File: src/rtl/keypad_pkg.sv
// keypad_pkg: key codes, scanner FSM states and the row/column-to-code map.
package keypad_pkg;

    typedef enum logic [3:0] {
        KC_0, KC_1, KC_2, KC_3, KC_4, KC_5, KC_6, KC_7, KC_8, KC_9,
        KC_STOP, KC_START, KC_NONE = 4'd15
    } key_code_t;

    typedef enum logic [2:0] {S_IDLE, S_DEBOUNCE, S_EMIT, S_HELD, S_RELEASE} state_t;

    // Rows 0..2 carry digits 1..9; row 3 is STOP 0 START.
    function automatic logic [3:0] kc_map(input logic [1:0] row, input logic [1:0] col);
        if (row != 2'd3)
            return 4'(row) * 4'd3 + 4'(col) + 4'd1;
        return (col == 2'd0) ? KC_STOP : (col == 2'd1) ? KC_0 : KC_START;
    endfunction

endpackage

File: src/rtl/keypad_row_scan.sv
// keypad_row_scan: rotates the row drive, samples columns at the end of each
// row slot and resolves one key code per frame (NONE for no key or ghosting).
module keypad_row_scan
    import keypad_pkg::*;
#(
    parameter int SCAN_DIV = 4
) (
    input  logic       clock,
    input  logic       clear,
    input  logic [2:0] col_n,
    output logic [3:0] row_n,
    output logic [3:0] frame_code,
    output logic       frame_done
);
    localparam int DW = $clog2(SCAN_DIV);

    logic [DW-1:0] div_q, div_d;
    logic [1:0]    row_q, row_d, acc_cnt_q, acc_cnt_d;
    logic [3:0]    acc_code_q, acc_code_d;
    logic [2:0]    low, sum;
    logic [1:0]    hits, first_col, tot;
    logic [3:0]    code_here;
    logic          sample;

    assign row_n = ~(4'b0001 << row_q);

    // acc_cnt saturates at 2: any second key in a frame marks it ghosted.
    always_comb begin
        low        = ~col_n;
        hits       = {1'b0, low[0]} + {1'b0, low[1]} + {1'b0, low[2]};
        first_col  = low[0] ? 2'd0 : low[1] ? 2'd1 : 2'd2;
        sum        = {1'b0, acc_cnt_q} + {1'b0, hits};
        tot        = (sum >= 3'd2) ? 2'd2 : sum[1:0];
        code_here  = (acc_cnt_q == 2'd0) ? kc_map(row_q, first_col) : acc_code_q;
        sample     = div_q == DW'(SCAN_DIV - 1);
        frame_done = sample && row_q == 2'd3;
        frame_code = (tot == 2'd1) ? code_here : KC_NONE;
        div_d      = sample ? '0 : div_q + 1'b1;
        row_d      = sample ? row_q + 2'd1 : row_q;
        acc_cnt_d  = !sample ? acc_cnt_q : frame_done ? 2'd0 : tot;
        acc_code_d = !sample ? acc_code_q : frame_done ? KC_NONE : code_here;
    end

    always_ff @(posedge clock) begin
        if (clear) begin
            div_q      <= '0;
            row_q      <= '0;
            acc_cnt_q  <= '0;
            acc_code_q <= KC_NONE;
        end else begin
            div_q      <= div_d;
            row_q      <= row_d;
            acc_cnt_q  <= acc_cnt_d;
            acc_code_q <= acc_code_d;
        end
    end

endmodule

File: src/rtl/keypad_scanner.sv
// keypad_scanner: 4x3 keypad scanner with debounce and one-cycle panel pulses.
// Define KEYPAD_REPEAT_EN to enable digit auto-repeat every REPEAT_FRAMES frames.
module keypad_scanner
    import keypad_pkg::*;
#(
    parameter int SCAN_DIV      = 4,
    parameter int DEBOUNCE      = 3
`ifdef KEYPAD_REPEAT_EN
    ,
    parameter int REPEAT_FRAMES = 8
`endif
) (
    input  logic       clock,
    input  logic       clear,
    input  logic [2:0] col_n,
    output logic [3:0] row_n,
    output logic [9:0] key,
    output logic       startn,
    output logic       stopn
);
    localparam int CW = $clog2(DEBOUNCE + 1);

    state_t        state_q, state_d;
    logic [3:0]    cand_q, cand_d, frame_code;
    logic [CW-1:0] cnt_q, cnt_d, cnt_inc;
    logic [9:0]    key_q, key_d;
    logic          startn_q, startn_d, stopn_q, stopn_d, frame_done;
`ifdef KEYPAD_REPEAT_EN
    localparam int RW = $clog2(REPEAT_FRAMES + 1);
    logic [RW-1:0] rep_q, rep_d, rep_inc;
`endif

    keypad_row_scan #(.SCAN_DIV(SCAN_DIV)) u_scan (
        .clock     (clock),
        .clear     (clear),
        .col_n     (col_n),
        .row_n     (row_n),
        .frame_code(frame_code),
        .frame_done(frame_done)
    );

    always_comb begin
        state_d  = state_q;
        cand_d   = cand_q;
        cnt_d    = cnt_q;
        cnt_inc  = cnt_q + 1'b1;
        key_d    = '0;
        startn_d = 1'b1;
        stopn_d  = 1'b1;
`ifdef KEYPAD_REPEAT_EN
        rep_d    = rep_q;
        rep_inc  = rep_q + 1'b1;
`endif
        case (state_q)
            S_IDLE:
                if (frame_done && frame_code != KC_NONE) begin
                    cand_d  = frame_code;
                    cnt_d   = CW'(1);
                    state_d = (DEBOUNCE == 1) ? S_EMIT : S_DEBOUNCE;
                end
            S_DEBOUNCE:
                if (frame_done) begin
                    if (frame_code == cand_q) begin
                        cnt_d   = cnt_inc;
                        state_d = (cnt_inc == CW'(DEBOUNCE)) ? S_EMIT : S_DEBOUNCE;
                    end else begin
                        state_d = S_IDLE;
                        cnt_d   = '0;
                        cand_d  = KC_NONE;
                    end
                end
            S_EMIT: begin
                state_d = S_HELD;
                cnt_d   = '0;
`ifdef KEYPAD_REPEAT_EN
                rep_d   = '0;
`endif
            end
            S_HELD:
                if (frame_done) begin
                    if (frame_code == KC_NONE) begin
                        state_d = (DEBOUNCE == 1) ? S_IDLE : S_RELEASE;
                        cnt_d   = (DEBOUNCE == 1) ? '0 : CW'(1);
                        cand_d  = (DEBOUNCE == 1) ? KC_NONE : cand_q;
                    end
`ifdef KEYPAD_REPEAT_EN
                    else if (cand_q <= KC_9) begin
                        rep_d   = rep_inc;
                        state_d = (rep_inc == RW'(REPEAT_FRAMES)) ? S_EMIT : S_HELD;
                    end
`endif
                end
            S_RELEASE:
                if (frame_done) begin
                    if (frame_code == KC_NONE) begin
                        cnt_d   = (cnt_inc == CW'(DEBOUNCE)) ? '0 : cnt_inc;
                        state_d = (cnt_inc == CW'(DEBOUNCE)) ? S_IDLE : S_RELEASE;
                        cand_d  = (cnt_inc == CW'(DEBOUNCE)) ? KC_NONE : cand_q;
                    end else begin
                        state_d = S_HELD;
                        cnt_d   = '0;
`ifdef KEYPAD_REPEAT_EN
                        rep_d   = '0;
`endif
                    end
                end
            default: state_d = S_IDLE;
        endcase
        // Outputs are registered on the edge that enters EMIT, so the pulse
        // occupies exactly the EMIT cycle.
        if (state_d == S_EMIT) begin
            key_d    = (cand_d <= KC_9) ? 10'(1) << cand_d : '0;
            startn_d = cand_d != KC_START;
            stopn_d  = cand_d != KC_STOP;
        end
    end

    always_ff @(posedge clock) begin
        if (clear) begin
            state_q  <= S_IDLE;
            cand_q   <= KC_NONE;
            cnt_q    <= '0;
            key_q    <= '0;
            startn_q <= 1'b1;
            stopn_q  <= 1'b1;
`ifdef KEYPAD_REPEAT_EN
            rep_q    <= '0;
`endif
        end else begin
            state_q  <= state_d;
            cand_q   <= cand_d;
            cnt_q    <= cnt_d;
            key_q    <= key_d;
            startn_q <= startn_d;
            stopn_q  <= stopn_d;
`ifdef KEYPAD_REPEAT_EN
            rep_q    <= rep_d;
`endif
        end
    end

    assign key    = key_q;
    assign startn = startn_q;
    assign stopn  = stopn_q;

endmodule

File: config.mk
export PLATFORM = sky130hd
export DESIGN_NAME = keypad_scanner
export DESIGN_NICKNAME = d
export VERILOG_FILES = /design/src/rtl/keypad_pkg.sv /design/src/rtl/keypad_row_scan.sv /design/src/rtl/keypad_scanner.sv
export SDC_FILE = /design/constraint.sdc
export NUM_CORES = 1
export LEC_CHECK = 0
export BUFFER_PORTS_ARGS = -buffer_cell sky130_fd_sc_hd__buf_2
export CAP_MARGIN = 25
export CORE_MARGIN = 2
export CORE_UTILIZATION = 30
export CTS_BUF_LIST = sky130_fd_sc_hd__clkbuf_2 sky130_fd_sc_hd__clkbuf_4 sky130_fd_sc_hd__clkbuf_8
export DETAILED_ROUTE_END_ITERATION = 6
export PLACE_DENSITY_LB_ADDON = 0.1
export SKIP_LAST_GASP = 1
export SYNTH_ARGS = -nofsm -noshare
export SYNTH_HDL_FRONTEND = slang
export SYNTH_HIERARCHICAL = 1
export SYNTH_SLANG_ARGS = --single-unit
File: constraint.sdc
create_clock -name clock -period 6.6 [get_ports clock]
set_input_delay 0.66 -clock clock [delete_from_list [all_inputs] [get_ports clock]]
set_output_delay 0.66 -clock clock [all_outputs]
set_load 0.1 [all_outputs]
==> metrics.csv <==
metric,value,unit
maxCapViolations,0,
slew_headroom,41.8,%
cts_hold_buffers,0,
clk_pin_slew,0.07,ns
r2r_cells,12,
synth_area_leaders,"dfxtp_1 31%, ha_1 7.5%, fa_1 4.0%",
chipWidth,85.7,microns
cts_buffers,5,
io_buffer_count,20,
fp.dieArea,7340,sq um
pre_cts_slack,1.87,ns
synthCells,225,
rsz0062_at_grt,no,
first_pass_iters,4,
cp-end-kind,flop,
cts_tree,built,
synth_fa_ha_area_share,11.5,%
async_reset_ff_share,0,%
hold_viol_final,0,
areaGrowthSynthToFinish,13.2,%
period_needed,4.42,ns
die_h,85.7,microns
finalSetupViolCount,0,
cts_buffer_depth,2,
ant_nets,0,
yosysSeqAreaShare,31.0,%
yosysTopAreaCell,dfxtp_1,
fillCellCount,702,
drtIter0Drc,103,
cts.repair.resized,0,
status,completed,
cp-start-kind,input pin,
synth-xor-area-share,2.63,%
antenna_found_initial,0,
io_pins,21,
num_vias,1646,
synthTopCellsByCount,"31 x dfxtp_1, 19 x nor2_1, 17 x inv_1",
via_per_inst,5.13,
post-cts-setup-buffers,0,
drive_gt1_share,18.4,%
grt_usage,12.8,%
coreArea,6390,sq um
synth_compound_area_share,20.1,%
clock-root-buffer,clkbuf_8,
drv_slew,0,
first_global_vias,1564,
synth_edf_count,0,
dp.cells,313,
h-tree-depth,2,
cp_max_fo,8,
hold_path_depth,1,
post_drt_wl_per_cell,13.5,microns
tns,0,ns
worst_pin_slew,0.862,ns
p_leak,0.886,nW
grt_max_degree,19,
synth_mux_area_share,2.13,%
required,6.77,ns
diodes,0,
start_util,31.3,%
grt-ovfl-total,0,
finalHoldWorstSlack,0.430,ns
synth_top_family_by_area,simple AND/OR/NAND/NOR gates,
place_area,2150,sq um
remaining_drc_errors,0,
ys_ff_latch,31,
ys_warn_count,6,
timing.fmax,226,MHz
worstPathArrival,4.59,ns
synthSimpleGateAreaFrac,26.8,%
p_per_area,300,nW/um^2
nets,264,
stdcell_area,2260,sq um
layout_setup_ws,2.18,ns
gp_congestion,0.784,
cts.sinks,31,
std_cell_rows,29,
synth_ff_type,dfxtp_1,
peakVddDrop,0.140,mV
clkLatencyLatePin,0.28,ns
fin_crit_sh,67.0,%
syn_area,2000,sq um
grt_pass1_wl,7.55,mm
worstSetupPathType,in2reg,
place_hpwl,3.21,mm
fin_skew,0.00191,ns
yosysTopAreaCellShare,31.0,%
wirelength,4.35,mm
avgSynthCellArea,8.89,sq um
syn-num-nets,246,
min_path_type,reg2reg,
fin_cells,321,
yosysMostFrequentCell,dfxtp_1,
yosysUniqueCellTypes,64,
sequential cells by signal (all words and copies together), names as in the netlist:
register           count
state_q                3
key                   10
u_scan/div_q           2
u_scan/acc_cnt_q       2
cnt_q                  2
u_scan/acc_code_q      4
u_scan/row_q           2
stopn                  1
cand_q                 4
startn                 1
through the flow:
stage                     utilization (%)  power [W]
final                                35.5   0.000680
after global routing                 35.5   0.000735
after CTS                            35.5   0.000690
after detailed placement             33.7   0.000499
after global placement               33.7   0.000499
after floorplan                         -   0.000444
layer usage:
| layer | track usage (%) | wire (microns) | up-vias |
|---|---|---|---|
| met2 | 18.9 | 1880 | 25 |
| li1 | - | - | 846 |
| met3 | 3.18 | 157 | 4 |
| met4 | 3.90 | 38 | 0 |
| met1 | 18.3 | 2270 | 771 |
| met5 | 0 | 0 | - |
placed cells by master, fill, tap and decap left out, types with 3 or more instances in the layout:
cell type,instances
nand2_1,11
dfxtp_1,31
nor3_1,6
nor4_1,4
xor2_1,4
a21o_1,3
o211ai_1,7
nor2_1,19
nor2b_1,3
a21oi_1,10
o22ai_1,3
o21ai_0,6
nand3b_1,3
o21bai_1,6
clkbuf_8,5
buf_2,20
or3b_1,3
nand4_1,3
ha_1,12
fa_1,4
nand3_1,3
nand2b_1,6
nor3b_1,3
inv_1,17
layout make-up:
| type | count | area [sq um] | area share, % |
|---|---|---|---|
| flip-flops and latches | 31 | 621 | 27.4 |
| clock buffers | 5 | 68.8 | 3.04 |
| repair buffers | 21 | 108 | 4.75 |
| inverters | 17 | 63.8 | 2.82 |
| clock inverters | 3 | 43.8 | 1.93 |
| well taps | 77 | 96.3 | 4.25 |
| multi-input cells | 167 | 1260 | 55.8 |
worst paths after layout:
check,startpoint,endpoint,slack (ns)
worst min register to register,u_scan/div_q[0]$_SDFF_PP0_,u_scan/div_q[0]$_SDFF_PP0_,0.43
worst min-delay path,u_scan/div_q[0]$_SDFF_PP0_,u_scan/div_q[0]$_SDFF_PP0_,0.43
worst max-delay path,col_n[0],stopn$_SDFF_PP1_,2.18
worst max register to register,u_scan/acc_cnt_q[0]$_SDFFE_PP0P_,stopn$_SDFF_PP1_,2.24
report_power, final:
group / switching [W] / leakage [nW] / total [W] / internal [W]
clock: 0.0000754 / 0.0581 / 0.000188 / 0.000112
sequential: 0.0000273 / 0.252 / 0.000231 / 0.000204
combinational: 0.000164 / 0.576 / 0.000262 / 0.0000974
total: 0.000267 / 0.886 / 0.000680 / 0.000413
cell families (layout without fill, tap and decap cells):
kind of cell             count (synthesis)  after routing
adder cells (fa/ha/maj)                 16             16
flip-flops                              31             31
AND/OR/NAND/NOR                         87             87
buffers and inverters                   27             46
AO/OA/AOI/OAI                           54             54
multiplexers                             4              4
XOR/XNOR                                 6              6
critical path, cell delays in order:
cell      delay, ns
buf_2          0.12
fa_1           0.53
inv_1          0.04
ha_1           0.18
fa_1           0.45
nor3b_1        0.49
o311ai_0       0.44
xor2_1         0.29
o41a_1         0.46
a211oi_4       0.42
nand2_2        0.15
or3b_1         0.37
Power figures use the tool's default switching activity.
